### config.mk
export PLATFORM = sky130hd
export DESIGN_NAME = fetch_unit_flat
export DESIGN_NICKNAME = d
export VERILOG_FILES = /design/src/rtl/fetch_unit_pkg.sv /design/src/rtl/fetch_unit_if.sv /design/src/rtl/fetch_unit_fifo.sv /design/src/rtl/fetch_unit.sv /design/src/flat_wrapper.sv
export SDC_FILE = /design/constraint.sdc
export NUM_CORES = 1
export LEC_CHECK = 0
export BUFFER_PORTS_ARGS = -buffer_cell sky130_fd_sc_hd__buf_2
export CAP_MARGIN = 5
export CORE_ASPECT_RATIO = 0.75
export CORE_UTILIZATION = 26
export CTS_CLUSTER_DIAMETER = 60
export DETAILED_ROUTE_END_ITERATION = 12
export PLACE_DENSITY_LB_ADDON = 0.1
export SETUP_SLACK_MARGIN = 0.3
export SYNTH_ARGS = -nofsm -noshare
export SYNTH_HDL_FRONTEND = slang
export SYNTH_SLANG_ARGS = --single-unit
### constraint.sdc
create_clock -name clk -period 4.6 [get_ports clk]
set_input_delay 0.92 -clock clk [delete_from_list [all_inputs] [get_ports clk]]
set_output_delay 0.92 -clock clk [all_outputs]
set_load 0.01 [all_outputs]
### src/rtl/fetch_unit_pkg.sv
// Shared fetch-stage definitions: datapath width, NOP encoding, PC step and FSM states.
package fetch_unit_pkg;

  localparam int          CPU_XLEN  = 32;
  localparam logic [31:0] NOP_INSTR = 32'h0000_0013;
  localparam int          PC_INC    = 4;

  typedef enum logic [1:0] {
    ST_BOOT = 2'd0,
    ST_RUN  = 2'd1,
    ST_HALT = 2'd2
  } fetch_state_t;

endpackage

### src/rtl/fetch_unit_if.sv
// Instruction-memory bus between the fetch stage (master) and instruction memory (slave).
interface fetch_unit_if
  import fetch_unit_pkg::*;
#(
  parameter int XLEN = CPU_XLEN
);

  logic            imem_req_valid;
  logic            imem_req_ready;
  logic [XLEN-1:0] imem_req_addr;
  logic            imem_rsp_valid;
  logic [XLEN-1:0] imem_rsp_data;

  modport master (
    output imem_req_valid, imem_req_addr,
    input  imem_req_ready, imem_rsp_valid, imem_rsp_data
  );

  modport slave (
    input  imem_req_valid, imem_req_addr,
    output imem_req_ready, imem_rsp_valid, imem_rsp_data
  );

endinterface

### src/rtl/fetch_unit_fifo.sv
// Small power-of-two FIFO holding fetched {pc, instr} pairs; flush empties it in one cycle.
module fetch_unit_fifo #(
  parameter int WIDTH = 64,
  parameter int DEPTH = 2
) (
  input  logic                     clk,
  input  logic                     rst_n,
  input  logic                     push,
  input  logic [WIDTH-1:0]         push_data,
  input  logic                     pop,
  input  logic                     flush,
  output logic [WIDTH-1:0]         head_data,
  output logic [$clog2(DEPTH):0]   count
);

  localparam int AW = $clog2(DEPTH);
  localparam int CW = AW + 1;

  logic [WIDTH-1:0] mem [DEPTH];
  logic [AW-1:0]    wr_ptr;
  logic [AW-1:0]    rd_ptr;

  always_ff @(posedge clk or negedge rst_n) begin
    if (!rst_n) begin
      wr_ptr <= '0;
      rd_ptr <= '0;
      count  <= '0;
    end else if (flush) begin
      wr_ptr <= '0;
      rd_ptr <= '0;
      count  <= '0;
    end else begin
      if (push) wr_ptr <= wr_ptr + AW'(1);
      if (pop)  rd_ptr <= rd_ptr + AW'(1);
      count <= count + CW'(push) - CW'(pop);
    end
  end

  // Storage carries no reset; only the pointers decide what is visible.
  always_ff @(posedge clk) begin
    if (push && !flush) mem[wr_ptr] <= push_data;
  end

  assign head_data = mem[rd_ptr];

endmodule

### src/rtl/fetch_unit.sv
// Fetch stage: PC, request issue with credit, in-flight drop after redirect, decode buffer.
// Optional FETCH_PERF_CNT_EN adds perf_fetch_cnt / perf_stall_cnt outputs.
module fetch_unit
  import fetch_unit_pkg::*;
#(
  parameter int              XLEN       = CPU_XLEN,
  parameter logic [XLEN-1:0] RESET_PC   = '0,
  parameter int              FIFO_DEPTH = 2
) (
  input  logic            clk,
  input  logic            rst_n,
  fetch_unit_if.master    imem,
  input  logic            redirect_valid,
  input  logic [XLEN-1:0] redirect_pc,
  input  logic            halt,
  output logic            instr_valid,
  input  logic            instr_ready,
  output logic [XLEN-1:0] instr,
  output logic [XLEN-1:0] instr_pc
`ifdef FETCH_PERF_CNT_EN
  ,
  output logic [31:0]     perf_fetch_cnt,
  output logic [31:0]     perf_stall_cnt
`endif
);

  localparam int CW = $clog2(FIFO_DEPTH) + 1;
  localparam int SW = CW + 1;

  fetch_state_t      state, state_nxt;
  logic [XLEN-1:0]   pc;
  logic [XLEN-1:0]   rsp_pc;
  logic [CW-1:0]     outstanding;
  logic [CW-1:0]     drop_cnt;
  logic [CW-1:0]     fifo_count;
  logic [2*XLEN-1:0] head;
  logic              credit_ok;
  logic              req_fire;
  logic              push;
  logic              pop;

  always_comb begin
    state_nxt = state;
    case (state)
      ST_BOOT: state_nxt = ST_RUN;
      ST_RUN:  if (halt)  state_nxt = ST_HALT;
      ST_HALT: if (!halt) state_nxt = ST_RUN;
      default: state_nxt = ST_BOOT;
    endcase
    if (redirect_valid) state_nxt = halt ? ST_HALT : ST_RUN;
  end

  // Words already requested still need a buffer slot, so they count against the FIFO.
  assign credit_ok = ({1'b0, outstanding} + {1'b0, fifo_count}) < SW'(FIFO_DEPTH);

  assign imem.imem_req_valid = (state == ST_RUN) && !halt && !redirect_valid && credit_ok;
  assign imem.imem_req_addr  = pc;
  assign req_fire            = imem.imem_req_valid && imem.imem_req_ready;

  assign push        = imem.imem_rsp_valid && (drop_cnt == '0) && !redirect_valid;
  assign instr_valid = (fifo_count != '0);
  assign pop         = instr_valid && instr_ready && !redirect_valid;

  always_ff @(posedge clk or negedge rst_n) begin
    if (!rst_n) begin
      state       <= ST_BOOT;
      pc          <= RESET_PC;
      rsp_pc      <= RESET_PC;
      outstanding <= '0;
      drop_cnt    <= '0;
    end else begin
      state       <= state_nxt;
      outstanding <= outstanding + CW'(req_fire) - CW'(imem.imem_rsp_valid);
      if (redirect_valid) begin
        pc       <= {redirect_pc[XLEN-1:2], 2'b00};
        rsp_pc   <= {redirect_pc[XLEN-1:2], 2'b00};
        // Everything still in flight belongs to the old path; this cycle's response is dropped here.
        drop_cnt <= outstanding - CW'(imem.imem_rsp_valid);
      end else begin
        if (req_fire) pc     <= pc + XLEN'(PC_INC);
        if (push)     rsp_pc <= rsp_pc + XLEN'(PC_INC);
        if (imem.imem_rsp_valid && (drop_cnt != '0)) drop_cnt <= drop_cnt - CW'(1);
      end
    end
  end

  fetch_unit_fifo #(
    .WIDTH (2 * XLEN),
    .DEPTH (FIFO_DEPTH)
  ) u_fifo (
    .clk       (clk),
    .rst_n     (rst_n),
    .push      (push),
    .push_data ({rsp_pc, imem.imem_rsp_data}),
    .pop       (pop),
    .flush     (redirect_valid),
    .head_data (head),
    .count     (fifo_count)
  );

  assign instr    = instr_valid ? head[XLEN-1:0]      : XLEN'(NOP_INSTR);
  assign instr_pc = instr_valid ? head[2*XLEN-1:XLEN] : '0;

`ifdef FETCH_PERF_CNT_EN
  always_ff @(posedge clk or negedge rst_n) begin
    if (!rst_n) begin
      perf_fetch_cnt <= '0;
      perf_stall_cnt <= '0;
    end else begin
      perf_fetch_cnt <= perf_fetch_cnt + 32'(pop);
      perf_stall_cnt <= perf_stall_cnt + 32'((state == ST_RUN) && !instr_valid);
    end
  end
`endif

endmodule

### src/flat_wrapper.sv
// flat-port wrapper written by rule: the top's interface ports become plain ports
module fetch_unit_flat import fetch_unit_pkg::*;
#(
  parameter int              XLEN       = CPU_XLEN,
  parameter logic [XLEN-1:0] RESET_PC   = '0,
  parameter int              FIFO_DEPTH = 2
)
  (clk, rst_n, redirect_valid, redirect_pc, halt, instr_valid, instr_ready, instr, instr_pc, imem_imem_req_valid, imem_imem_req_addr, imem_imem_req_ready, imem_imem_rsp_valid, imem_imem_rsp_data);
  fetch_unit_if #(.XLEN(XLEN)) imem_i ();
  input  logic clk;
  input  logic rst_n;
  input  logic redirect_valid;
  input  logic [XLEN-1:0] redirect_pc;
  input  logic halt;
  output logic instr_valid;
  input  logic instr_ready;
  output logic [XLEN-1:0] instr;
  output logic [XLEN-1:0] instr_pc;
  output wire logic [$bits(imem_i.imem_req_valid)-1:0] imem_imem_req_valid;
  output wire logic [$bits(imem_i.imem_req_addr)-1:0] imem_imem_req_addr;
  input wire logic [$bits(imem_i.imem_req_ready)-1:0] imem_imem_req_ready;
  input wire logic [$bits(imem_i.imem_rsp_valid)-1:0] imem_imem_rsp_valid;
  input wire logic [$bits(imem_i.imem_rsp_data)-1:0] imem_imem_rsp_data;
  assign imem_imem_req_valid = imem_i.imem_req_valid;
  assign imem_imem_req_addr = imem_i.imem_req_addr;
  assign imem_i.imem_req_ready = imem_imem_req_ready;
  assign imem_i.imem_rsp_valid = imem_imem_rsp_valid;
  assign imem_i.imem_rsp_data = imem_imem_rsp_data;
  fetch_unit #(.XLEN(XLEN), .RESET_PC(RESET_PC), .FIFO_DEPTH(FIFO_DEPTH)) u_core (.clk(clk), .rst_n(rst_n), .imem(imem_i), .redirect_valid(redirect_valid), .redirect_pc(redirect_pc), .halt(halt), .instr_valid(instr_valid), .instr_ready(instr_ready), .instr(instr), .instr_pc(instr_pc));
endmodule
== Word-level counts from Yosys, hierarchy flattened ==
Memories as Yosys holds them, arrays and structs flattened.
Index checks and enable logic that the tools add are counted.

* Output and inout port bits: 98
* Register bits after elaboration: 74
* Latch bits: 0
* Memories: 1
* Bits in writable memories: 128
* Word-level logic and storage cells: 66
* Memory bits (read-only): 0
* Input port bits: 71

* Div/mod/pow operators: 0
* Bitwise gates (word level): 0
* Multiply operators: 0
* Add/sub/neg operators: 11
* Reductions and logical operators: 21
* Mux-type cells: 20
* Shifts and indexed selects: 0
* $lt $le $gt $ge: 1
* Eq/ne operators: 4

{| class="wikitable"
|+ Memory list
! name !! depth !! width !! read ports !! clocked after Yosys merged registers in !! wr ports !! line !! text
|-
| u_core.u_fifo.mem || 2 || 64 || 1 || 0 || 1 || fetch_unit_fifo.sv:19 || <nowiki>logic [WIDTH-1:0] mem [DEPTH];</nowiki>
|}

{| class="wikitable"
|+ Operators with widths
! operator !! number
|-
| $mux W32 || 6
|-
| $add A32 B3 Y32 const B || 2
|-
| $mux W2 || 7
|-
| $reduce_bool A2 Y1 || 6
|-
| $logic_and A1 B1 Y1 || 10
|-
| $mux W1 || 6
|-
| $ne A3 B3 Y1 const B || 2
|-
| $pmux W2 S3 || 1
|-
| $sub A2 B1 Y2 || 3
|-
| $add A2 B1 Y2 || 2
|-
| $logic_not A2 Y1 || 2
|-
| $add A2 B2 Y3 || 1
|-
| $lt A3 B2 Y1 const B || 1
|-
| $add A1 B1 Y1 const B || 2
|-
| $eq A2 B1 Y1 const B || 1
|-
| $eq A2 B2 Y1 const B || 1
|-
| $logic_not A1 Y1 || 2
|-
| $reduce_and A2 Y1 || 1
|-
| $sub A2 B1 Y2 const B || 1
|}

== Logic depth before layout (Yosys ltp) ==
Gate-level depths: netlist (run 1).

* Word-level depth: 7
* Mapped depth: 11
* Gate-level depth less buffers: 10

== Cells and area by module ==
A second synthesis (run 1) with hierarchy kept.

* Cells, all modules: 702
* Area total of the unflattened synthesis: 9361.5 um2

{| class="wikitable"
|+ Modules (own cells, without submodules)
! module !! cells an instance !! area an instance (um2) !! instances !! sequential area each (um2)
|-
| fetch_unit_fifo || 216 || 5031.1 || 1 || 3943.8
|-
| fetch_unit || 486 || 4330.4 || 1 || 1651.6
|}

== Worst setup path after synthesis (run 1) ==
OpenSTA, ideal clock, no wires.

* Kind: input-to-reg
* From: input redirect_valid
* To: memory u_core.u_fifo.mem[0][0] (enable)
* Path buffers: 2
* Setup time: 0.482 ns
* Stages: 5
* Data required time: 4.118 ns
* Arrival: 4.198 ns
* Slack: -0.080 ns
* Path through: clkbuf_1 inv_2 clkbuf_1 nand2_1 nor2_1

* Word-level cells in the longest chain between the ends: 5

{| class="wikitable"
|+ Ends and longest elaborated chain
! element !! line !! text
|-
| start, declared || flat_wrapper.sv:12 || <nowiki>input logic redirect_valid;</nowiki>
|-
| $logic_not A1 Y1 (*) || fetch_unit_fifo.sv:41, fetch_unit.sv:60 ||
|-
| $logic_and A1 B1 Y1 || fetch_unit.sv:60 || <nowiki>assign push = imem.imem_rsp_valid && (drop_cnt == '0) && !redirect_valid;</nowiki>
|-
| $logic_and A1 B1 Y1 (*) || fetch_unit_fifo.sv:41 || <nowiki>if (push && !flush) mem[wr_ptr] <= push_data;</nowiki>
|-
| $mux W1 (*) || fetch_unit_fifo.sv:41 ||
|-
| $mux W1 (not written as such) (*) || fetch_unit_fifo.sv:41 ||
|-
| end, declared || fetch_unit_fifo.sv:19 ||
|}

Every way passes the cells marked *; elsewhere a longest branch is shown, timed or not.

== Worst setup path after layout (run 1) ==
* From: register u_core.u_fifo.count[0]
* To: register u_core.pc[26] (netlist: u_core.imem.imem_req_addr[26])

* Word-level cells in the longest chain between the ends: 5

{| class="wikitable"
|+ Ends and longest elaborated chain
! element !! line !! text
|-
| start, declared || fetch_unit_fifo.sv:13 || <nowiki>output logic [$clog2(DEPTH):0] count</nowiki>
|-
| start signal, assigned || fetch_unit_fifo.sv:35 || <nowiki>count <= count + CW'(push) - CW'(pop);</nowiki>
|-
| $add A2 B2 Y3 || fetch_unit.sv:54 || <nowiki>assign credit_ok = ({1'b0, outstanding} + {1'b0, fifo_count}) < SW'(FIFO_DEPTH);</nowiki>
|-
| $lt A3 B2 Y1 || fetch_unit.sv:54 ||
|-
| $logic_and A1 B1 Y1 || fetch_unit.sv:56 || <nowiki>assign imem.imem_req_valid = (state == ST_RUN) && !halt && !redirect_valid && credit_ok;</nowiki>
|-
| $logic_and A1 B1 Y1 || fetch_unit.sv:58 || <nowiki>assign req_fire = imem.imem_req_valid && imem.imem_req_ready;</nowiki>
|-
| $reduce_bool A2 Y1 (no line) || -- ||
|-
| end signal, assigned || fetch_unit.sv:75 || <nowiki>pc <= {redirect_pc[XLEN-1:2], 2'b00};</nowiki>
|-
| end signal, assigned || fetch_unit.sv:80 || <nowiki>if (req_fire) pc <= pc + XLEN'(PC_INC);</nowiki>
|-
| end, declared || fetch_unit.sv:31 || <nowiki>logic [XLEN-1:0] pc;</nowiki>
|}

Every way passes these cells.
A chain may end at the register's enable or synchronous reset.

==> impl_results.md, run 1 <==
- Outcome: finished clean
- DRC: 0
- Most instantiated cells after synthesis: 124 x edfxtp_1, 84 x nor2_1, 70 x dfrtp_1
- Hpwl dp: 16.16 mm
- Post-layout min period: 3.245 ns
- Vias in the first global route: 5,799
- Combinational share of power: 0.204
- Pwr/cell area: 431.5 mW/mm^2
- Count of buffers from port buffering: ~160
- # diodes: 0
- Worst path required time: 4.93 ns
- Root Driver: clkbuf_16
- Post-synthesis register bit count: 194
- Via count: 5,791
- Most area-consuming cells after synthesis: edfxtp_1 43%, dfrtp_1 20%, mux2i_1 7.6%, nor2_1 3.6%, xnor2_1 3.2%
- Initial antenna violation count: 0
- First-pass GRT wire length: 35.34 mm
- Seq pwr share: 0.488
- P_sw: 1.422 mW
- Syn Area/Cell: 12.52 sq um
- Post-synthesis async set-or-reset flop share: 0.3608
- Tcrit/Tclk final: 0.7055
- Slew @ Worst Pin: a little under 1 ns
- CP peak stage delay: approximately 0.66 ns
- Worst Setup End Kind: flip-flop
- PnR Total Power: 4.552 mW
- DR vias/cell: 4.431
- Setup bufs post-CTS: 0
- CTS buffer count: 17
- Max-Slew Margin vs Limit: 0.3369
- LEAKAGE: 4.028 nW
- Placer congestion estimate: around 0.74
- Switching portion of total power: 0.3123
- Layout net count: 932
- CTS HTree Levels: 4
- Synth top area share: 0.4299
- EDFF count, synth: 124
- Hold buffer count at CTS: 0
- Final Skew: 0.01076 ns
- Final hold violation count: 0
- Drt pass-1 iters: 4
- Hold Path Class: input pin to asynchronous set/reset pin
- RSZ-0062 raised after global routing: false
- Clock-pin slew on the worst setup and hold paths: 0.07 ns
- Clk Latency, worst-skew pair: 0.44 ns
- Pin count of the biggest net entering global routing: 54
- Met1 Wirelength: 12.55 mm
- Max-Cap Viols: 0
- TritonCTS clock tree: done
- Cell variety after synth: 46
- Layout cells sized above 1: 0.2671
- Max-slew violations: 0
- Internal: roughly 3.1 mW
- Hold WS: 0.5085 ns
- Synth warn: 0
- Die X: 212.7 um
- Starting Density: 0.2657
- Area grow syn2layout: 21.80%
- Iteration-0 DRC count of the detailed router: 303
- FF+latch area: ~0.0055 sq mm
- CP arrival: 3.57 ns
- Row cnt: 57
- Area leader, netlist: edfxtp_1
- Routed Antenna Nets: 0
- Fmax: 0.3081 GHz
- Delay-heaviest family, CP: simple AND/OR/NAND/NOR gates
- Met3 wire length: 995 um
- Setup violators final: 0
- Full die area: about 0.034 sq mm
- GR Overflow Total: 0
- Area of the multi-input gates: 0.002985 sq mm
- Slowest cell on the critical path: or4_1
- Metal2 WL: 9.265 mm
- Sequential fraction of the synthesis area: 0.6322
- Cells after synthesis: around 700
- Worst setup SP type: flip-flop
- Netlist Area Pre-Place: 0.008661 sq mm
- Total GRT Usage: 0.1404
- Average wire per standard cell: 17.61 um
- Die height: 160.1 um
- Fillers: 3,338
- Bufs on Longest Clock Path: 2
- CORE AREA: 0.03259 sq mm
- Clk network pwr share: 0.307
- CP Buf/Inv Count: 0
- Critical path peak fanout: 13
- Setup Crit Path Kind: flip-flop to flip-flop
- I/O pins: 169
- Cells resized by post-CTS repair: 0
- CP cell instances: and2_1 > fa_1 > nor4b_2 > nand4_2 > or4_1 > o31a_1 > o31a_1
- Count leader, synth: edfxtp_1
- Setup TNS: 0 ns
- DRT Wirelength: approximately 23 mm
- Top Metal Used: met4
- Ys flop type: edfxtp_1
- Clk sinks: 194
- Maximum VDD drop: 0.0002068 V
- Critical Path Most Common Cell: o31a_1
==> layout by cell type, fill, tap and decap left out, types with 3 or more instances in the layout <==
master and count:
nor4_1 13, o311ai_0 4, nand2b_1 9, nor3_1 15
buf_2 162, dfrtp_1 69, mux2_2 16, nand3_1 26
clkbuf_16 17, clkinv_4 4, xor2_1 17, and3_1 11
or3_1 5, buf_4 13, inv_6 4, nand4_1 11
a21oi_1 5, o211ai_1 7, mux2i_1 66, edfxtp_1 124
and4_1 6, nand2_1 48, conb_1 4, nor2_1 82
o31a_1 3, and2_1 6, inv_1 18, o21ai_0 20
xnor2_1 32, a21boi_0 11, ha_1 7
==> cell families after synthesis <==
kind of cell / Yosys count / synth area share
muxes: 82 / 0.09708
and+or+nand+nor: 245 / 0.1390
AOI/OAI and AO/OA: 57 / 0.04305
DFF: 194 / 0.6322
xor gates and xnor gates: 49 / 0.04955
other: 1 / 0.0004330
buffers and inverters: 56 / 0.02629
adders and majority gates: 8 / 0.01242
==> registers in the layout, indices dropped and copies added (netlist names) <==
register / flops
u_core.u_fifo.rd_ptr: 1
u_core.imem.imem_req_addr: 30
u_core.u_fifo.count: 2
u_core.drop_cnt: 2
u_core.u_fifo.mem: 124
u_core.u_fifo.wr_ptr: 1
u_core.rsp_pc: 30
u_core.outstanding: 2
u_core.state: 2
==> per-layer routing <==
metal / GRT usage / up-vias
met4: 0.04251 / 0
met5: 0 / -
li1: - / 2802
met1: 0.2186 / 2823
met2: 0.1872 / 152
met3: 0.03382 / 14
==> stage by stage <==
| stage | worst slack, ns | instance area (sq um) | std cells | util |
|---|---|---|---|---|
| after detailed placement | 1.283 | 10020 | 1276 | 0.3073 |
| final | 1.355 | 10550 | 1307 | 0.3237 |
| after floorplan | 0.9502 | 8675 | 695 | - |
| after CTS | 1.310 | 10550 | 1307 | 0.3237 |
| after global routing | 1.154 | 10550 | 1307 | 0.3237 |
| after global placement | 1.301 | 10020 | 1276 | 0.3073 |
==> final cells by class <==
type | instances | area share
clock buffer | 19 | 0.04104
clock inverter | 12 | 0.009370
inverter | 19 | 0.006761
multi-input combinational | 445 | 0.2830
sequential | 194 | 0.5194
tap | 442 | 0.05243
timing repair buffer | 176 | 0.08801
==> power groups by stage <==
stage	Sequential, mW	Combinational (mW)	Clock [mW]
final	2.22	0.930	1.40
after global routing	2.25	1.05	1.51
after CTS	2.23	0.957	1.45
after detailed placement	2.26	0.953	0
after global placement	2.27	0.952	0
after floorplan	2.18	0.601	0
==> path summary, 6_finish.rpt <==
kind,from,endpoint,slack (ns),depth (start not counted)
setup / recovery,u_core.u_fifo.count[0],u_core.imem.imem_req_addr[26],1.35,7
max in group asynchronous,rst_n,u_core.rsp_pc[6],3.26,2
hold reg to reg,u_core.state[1],u_core.state[0],0.51,1
setup reg to reg,u_core.u_fifo.count[0],u_core.imem.imem_req_addr[26],1.35,7
hold / removal,rst_n,u_core.state[1],0.51,1
min in group clk,u_core.state[1],u_core.state[0],0.51,1
No activity file was read; power rests on OpenSTA's default activity.
==> run 2: changes to the inputs <==
==> constraint.sdc (replaced) <==
create_clock -name clk -period 3.2 [get_ports clk]
set_input_delay 0.64 -clock clk [delete_from_list [all_inputs] [get_ports clk]]
set_output_delay 0.64 -clock clk [all_outputs]
set_load 0.01 [all_outputs]
==> impl_results.md, run 2 (synthesized netlist as in run 1, its figures left out) <==
- Outcome: finished clean
- Area grow syn2layout: 22.84%
- Layout net count: between 900 and 1k
- CP arrival: 2.14 ns
- Clock-pin slew on the worst setup and hold paths: 0.07 ns
- P_sw: slightly above 2 mW
- Starting Density: 0.2657
- Max reg flops: 124
- Row cnt: 57
- Die height: around 160 um
- Top reg by flops: u_core.u_fifo.mem
- Final hold violation count: 0
- LEAKAGE: about 4.1 nW
- DRC: 0
- Worst Setup End Kind: output pin
- Final Skew: approximately 0.010 ns
- CTS buffer count: 17
- Total GRT Usage: 0.1434
- Fmax: 0.3592 GHz
- Setup violators final: 0
- Count of buffers from port buffering: between 150 and 200
- Root Driver: clkbuf_16
- Die X: 212.7 um
- TritonCTS clock tree: done
- Slowest cell on the critical path: fa_1
- Pwr/cell area: 622.9 mW/mm^2
- Full die area: 0.03405 sq mm
- CP peak stage delay: 0.48 ns
- Switching portion of total power: 0.3075
- Worst setup SP type: flip-flop
- CORE AREA: approximately 0.033 sq mm
- Via count: 5,797
- Post-layout min period: 2.784 ns
- Hold Path Class: input pin to asynchronous set/reset pin
- Most frequent cells in the layout: 162 x buf_2, 124 x edfxtp_1, 82 x nor2_1
- Worst path required time: 2.56 ns
- Clk sinks: 194
- I/O pins: 169
- Placer congestion estimate: ~0.74
- Vias in the first global route: 5,853
- Seq pwr share: 0.475
- Critical path peak fanout: 3
- Fillers: 3,361
- Pin count of the biggest net entering global routing: around 60
- Routed Antenna Nets: 0
- Final WS setup: between 0.4 and 0.5 ns
- CTS HTree Levels: 4
- GR Overflow Total: 0
- Slew @ Worst Pin: 0.7454 ns
- Internal: 4.589 mW
- Max-Slew Margin vs Limit: 0.5031
- Clk network pwr share: 0.315
- Layout cells sized above 1: 0.2713
- Drt pass-1 iters: 4
- Iteration-0 DRC count of the detailed router: 310
- DR vias/cell: 4.418
- Max-Cap Viols: 0
- RSZ-0062 raised after global routing: false
- DRT Wirelength: 23.39 mm
- Setup Crit Path Kind: flip-flop to output pin
- Clk Latency, worst-skew pair: around 0.45 ns
- Bufs on Longest Clock Path: 2
- Max-slew violations: 0
- FF+latch area: 0.005479 sq mm
- Layout Utilization: 0.3264
- Setup TNS: 0 ns
- First-pass GRT wire length: around 36 mm
- PnR Total Power: 6.627 mW
- CP cell instances: and2_1 > fa_1 > nor4b_4 > and2_4 > buf_2
- Initial antenna violation count: 3
- Tcrit/Tclk final: 0.8700
- Maximum VDD drop: 0.0003063 V
- # diodes: 0
- Area of the multi-input gates: 0.002997 sq mm
- Most common cell after layout, fill and taps aside: buf_2
- Combinational share of power: 0.211
- Average wire per standard cell: 17.83 um
- Worst slack at placement: 0.3715 ns
- Hpwl dp: 16.19 mm
-- run 2: changes by cell type in the layout (fill, tap and decap cells not counted), sizes merged --
cell      previous run  this run
clkinv               6         4
inv                 24        25
clkinvlp             1         2
bufinv               0         1
buf                176       180
-- run 2: worst max-delay path: cells and delay by family, from the launching register on --
family,cells,cell delay [ns]
AND/OR/NAND/NOR,3,0.67
adder cells (fa/ha/maj),1,0.48
flip-flops,1,0.43
buffers and inverters,1,0.12
-- run 2: worst paths after layout --
check,start,to,slack [ns],cells past startpoint
max,u_core.u_fifo.count[0],imem_imem_req_valid,0.42,5
min,rst_n,u_core.imem.imem_req_addr[31],0.26,1
max reg2reg,u_core.u_fifo.count[0],u_core.imem.imem_req_addr[26],0.44,7
min reg2reg,u_core.state[1],u_core.state[0],0.50,1
max in group asynchronous,rst_n,u_core.rsp_pc[26],2.29,2
min in group clk,imem_imem_rsp_data[11],u_core.u_fifo.mem[1][11],0.38,1
-- run 2: per-stage QoR --
step,cell area [sq um],hold slack [ns],instances
after floorplan,8681,0.3444,695
after global placement,10060,0.4805,1279
after detailed placement,10060,0.4831,1279
after CTS,10630,0.2500,1311
after global routing,10640,0.2839,1312
final,10640,0.2587,1312
-- run 2: cell type report --
class | count | share of cell area
clock inverter | 13 | 0.01153
tap | 442 | 0.05198
clock buffer | 19 | 0.04069
inverter | 19 | 0.006703
multi-input combinational | 445 | 0.2817
sequential | 194 | 0.5150
timing repair buffer | 180 | 0.09244
-- run 2: repair_timing --
item,CTS,global route
pin swaps,0,1
gates resized for setup,1,1
hold buffers,0,0
buffers inserted,0,1
endpoints found under the setup margin,1,2
-- run 2: power by group through the flow --
stage	logic, mW	clock network [mW]	registers (mW)
floorplan	0.866	0	3.13
global placement	1.42	0	3.21
detailed placement	1.42	0	3.20
CTS	1.44	2.17	3.15
global route	1.57	2.28	3.19
finish	1.40	2.08	3.15
-- run 2: per-layer routing --
layer  routed length, um  up-vias  GRT usage  share of wire
met5                  16        -          0        0.00068
met4                 135        2    0.03139         0.0058
met3                1244       11    0.03854          0.053
met2                9295      153     0.1927           0.40
met1               12700     2820     0.2240           0.54
li1                    -     2811          -              -
==> run 3: changes to the inputs <==
--- a/config.mk
+++ b/config.mk
@@ -5,12 +5,12 @@
 export SDC_FILE = /design/constraint.sdc
 export NUM_CORES = 1
 export LEC_CHECK = 0
-export BUFFER_PORTS_ARGS = -buffer_cell sky130_fd_sc_hd__buf_2
 export CAP_MARGIN = 5
 export CORE_ASPECT_RATIO = 0.75
 export CORE_UTILIZATION = 26
 export CTS_CLUSTER_DIAMETER = 60
 export DETAILED_ROUTE_END_ITERATION = 12
+export DONT_BUFFER_PORTS = 1
 export PLACE_DENSITY_LB_ADDON = 0.1
 export SETUP_SLACK_MARGIN = 0.3
 export SYNTH_ARGS = -nofsm -noshare
==> impl_results.md, run 3 (synthesized netlist as in run 1, its figures left out) <==
- CTS buffer count: 17
- Area post-placement: between 0.009 and 0.01 sq mm
- Pwr/cell area: 649.3 mW/mm^2
- Slew @ Worst Pin: 0.6628 ns
- CP Buf/Inv Count: 0
- Setup violators final: 0
- Die height: 160.1 um
- Layout net count: 770
- Most frequent cells in the layout: 124 x edfxtp_1, 82 x nor2_1, 68 x dfrtp_1
- Crit path from: u_core.u_fifo.count[0]
- Vias in the first global route: between 5k and 6k
- Final WS setup: between 0.4 and 0.5 ns
- Max reg flops: 124
- Final Skew: 0.01231 ns
- Post-layout min period: 2.788 ns
- Worst R2R End: u_core.imem.imem_req_addr[26]
- Max-Slew Margin vs Limit: 0.5581
- Max-Cap Viols: 0
- Die X: 212.7 um
- CP peak stage delay: 0.48 ns
- R2R depth: 7
- Placer congestion estimate: about 0.77
- Bufs on Longest Clock Path: 2
- Most common cell after layout, fill and taps aside: edfxtp_1
- First-pass GRT wire length: about 34 mm
- Iteration-0 DRC count of the detailed router: 282
- Delay-heaviest family, CP: simple AND/OR/NAND/NOR gates
- Hold WS: 0.1132 ns
- Maximum VDD drop: 0.0003288 V
- Row cnt: 57
- Slowest cell on the critical path: fa_1
- Fmax: 0.3586 GHz
- Post-route cell area: 0.009827 sq mm
- Hold Path Class: input pin to asynchronous set/reset pin
- FF-to-FF Start: u_core.u_fifo.count[0]
- TritonCTS clock tree: done
- I/O pins: roughly 170
- Average wire per standard cell: 19.62 um
- Worst Setup End Kind: output pin
- Total GRT Usage: 0.1349
- Final hold violation count: 0
- Worst path required time: 2.56 ns
- DRC: 0
- Starting Density: 0.2657
- Tcrit/Tclk final: 0.8714
- GR Overflow Total: 0
- Via count: between 5k and 6k
- Count of buffers from port buffering: 0
- Layout cells sized above 1: 0.1051
- Max-slew violations: 0
- Setup TNS: 0 ns
- CORE AREA: about 0.033 sq mm
- Outcome: finished clean
- LEAKAGE: 3.328 nW
- Clock-pin slew on the worst setup and hold paths: 0.07 ns
- Routed Antenna Nets: 0
- Drt pass-1 iters: 4
- Initial antenna violation count: 2
- Clk Latency, worst-skew pair: between 0.4 and 0.5 ns
- DR vias/cell: 4.591
- CTS HTree Levels: 4
- Clk sinks: 194
- Worst slack at placement: roughly 0.35 ns
- Full die area: 0.03405 sq mm
- Pin count of the biggest net entering global routing: between 70 and 80
- Root Driver: clkbuf_16
- PnR Total Power: ~6.4 mW
- Worst setup SP type: flip-flop
- Critical path peak fanout: 3
- CP arrival: 2.15 ns
- Hpwl dp: around 16 mm
- Setup slack, reg-to-reg: 0.44 ns
- RSZ-0062 raised after global routing: false
- Area grow syn2layout: 13.46%
- CP cell instances: and2_1 > fa_1 > nor4b_4 > and2_4
- Top reg by flops: u_core.u_fifo.mem
- DRT Wirelength: 22.52 mm
- Setup Crit Path Kind: flip-flop to output pin
-- run 3: cell types whose count changed in the layout (fill, tap and decap cells not counted), sizes merged --
cell	previous run	this run
inv	25	24
buf	180	14
diode	0	2
clkinv	4	3
clkinvlp	2	4
-- run 3: area by class of cell --
cell class              instances  area [sq um]
repair buffers                 14         150.1
diodes                          2         5.005
clock buffers                  19         442.9
flip-flops and latches        194          5480
multi-input cells             445          3000
inverters                      19         71.32
well taps                     442         553.0
clock inverters                13         123.9
fillers                      3348         22770
-- run 3: metrics by stage --
stage | instances | util
after detailed placement | 1113 | 0.2826
after global placement | 1113 | 0.2826
final | 1148 | 0.3015
after global routing | 1146 | 0.3014
after CTS | 1146 | 0.3011
after floorplan | 695 | -
-- run 3: worst register-to-register path: cells and delay by family, from the launching register on --
family / cells / cell delay [ns]
simple gates: 4 / 1.19
compound gates: 2 / 0.54
fa+ha+maj: 1 / 0.48
flops: 1 / 0.44
-- run 3: metal layers --
metal | GRT usage | part of all wire
met1 | 0.1928 | 0.50
met2 | 0.1921 | 0.42
met3 | 0.04916 | 0.075
met4 | 0.03139 | 0.0073
met5 | 0 | 0
-- run 3: worst max path at each step --
stage	depth (start not counted)	endpoint	slack (ns)
2_1_floorplan	5	u_core.u_fifo.mem[0][0]	0.50
3_3_place_gp	7	u_core.imem.imem_req_addr[26]	0.40
3_5_place_dp	7	u_core.imem.imem_req_addr[26]	0.35
4_1_cts	4	imem_imem_req_valid	0.37
5_1_grt	4	imem_imem_req_valid	0.32
6_report	4	imem_imem_req_valid	0.41
-- run 3: timing repair --
action                                 in CTS  in global routing
pin swaps                                   0                  2
endpoints found under the hold margin      70                  0
hold buffers                                1                  0
gates resized for setup                     1                  3
setup buffers                               0                  0
setup endpoints to repair                   1                  2
-- run 3: power breakdown --
part           switching (mW)  internal, mW  total, mW
Combinational           0.719         0.391       1.11
Clock                   0.981          1.11       2.09
Sequential              0.248          2.93       3.18
Total                    1.95          4.43       6.38
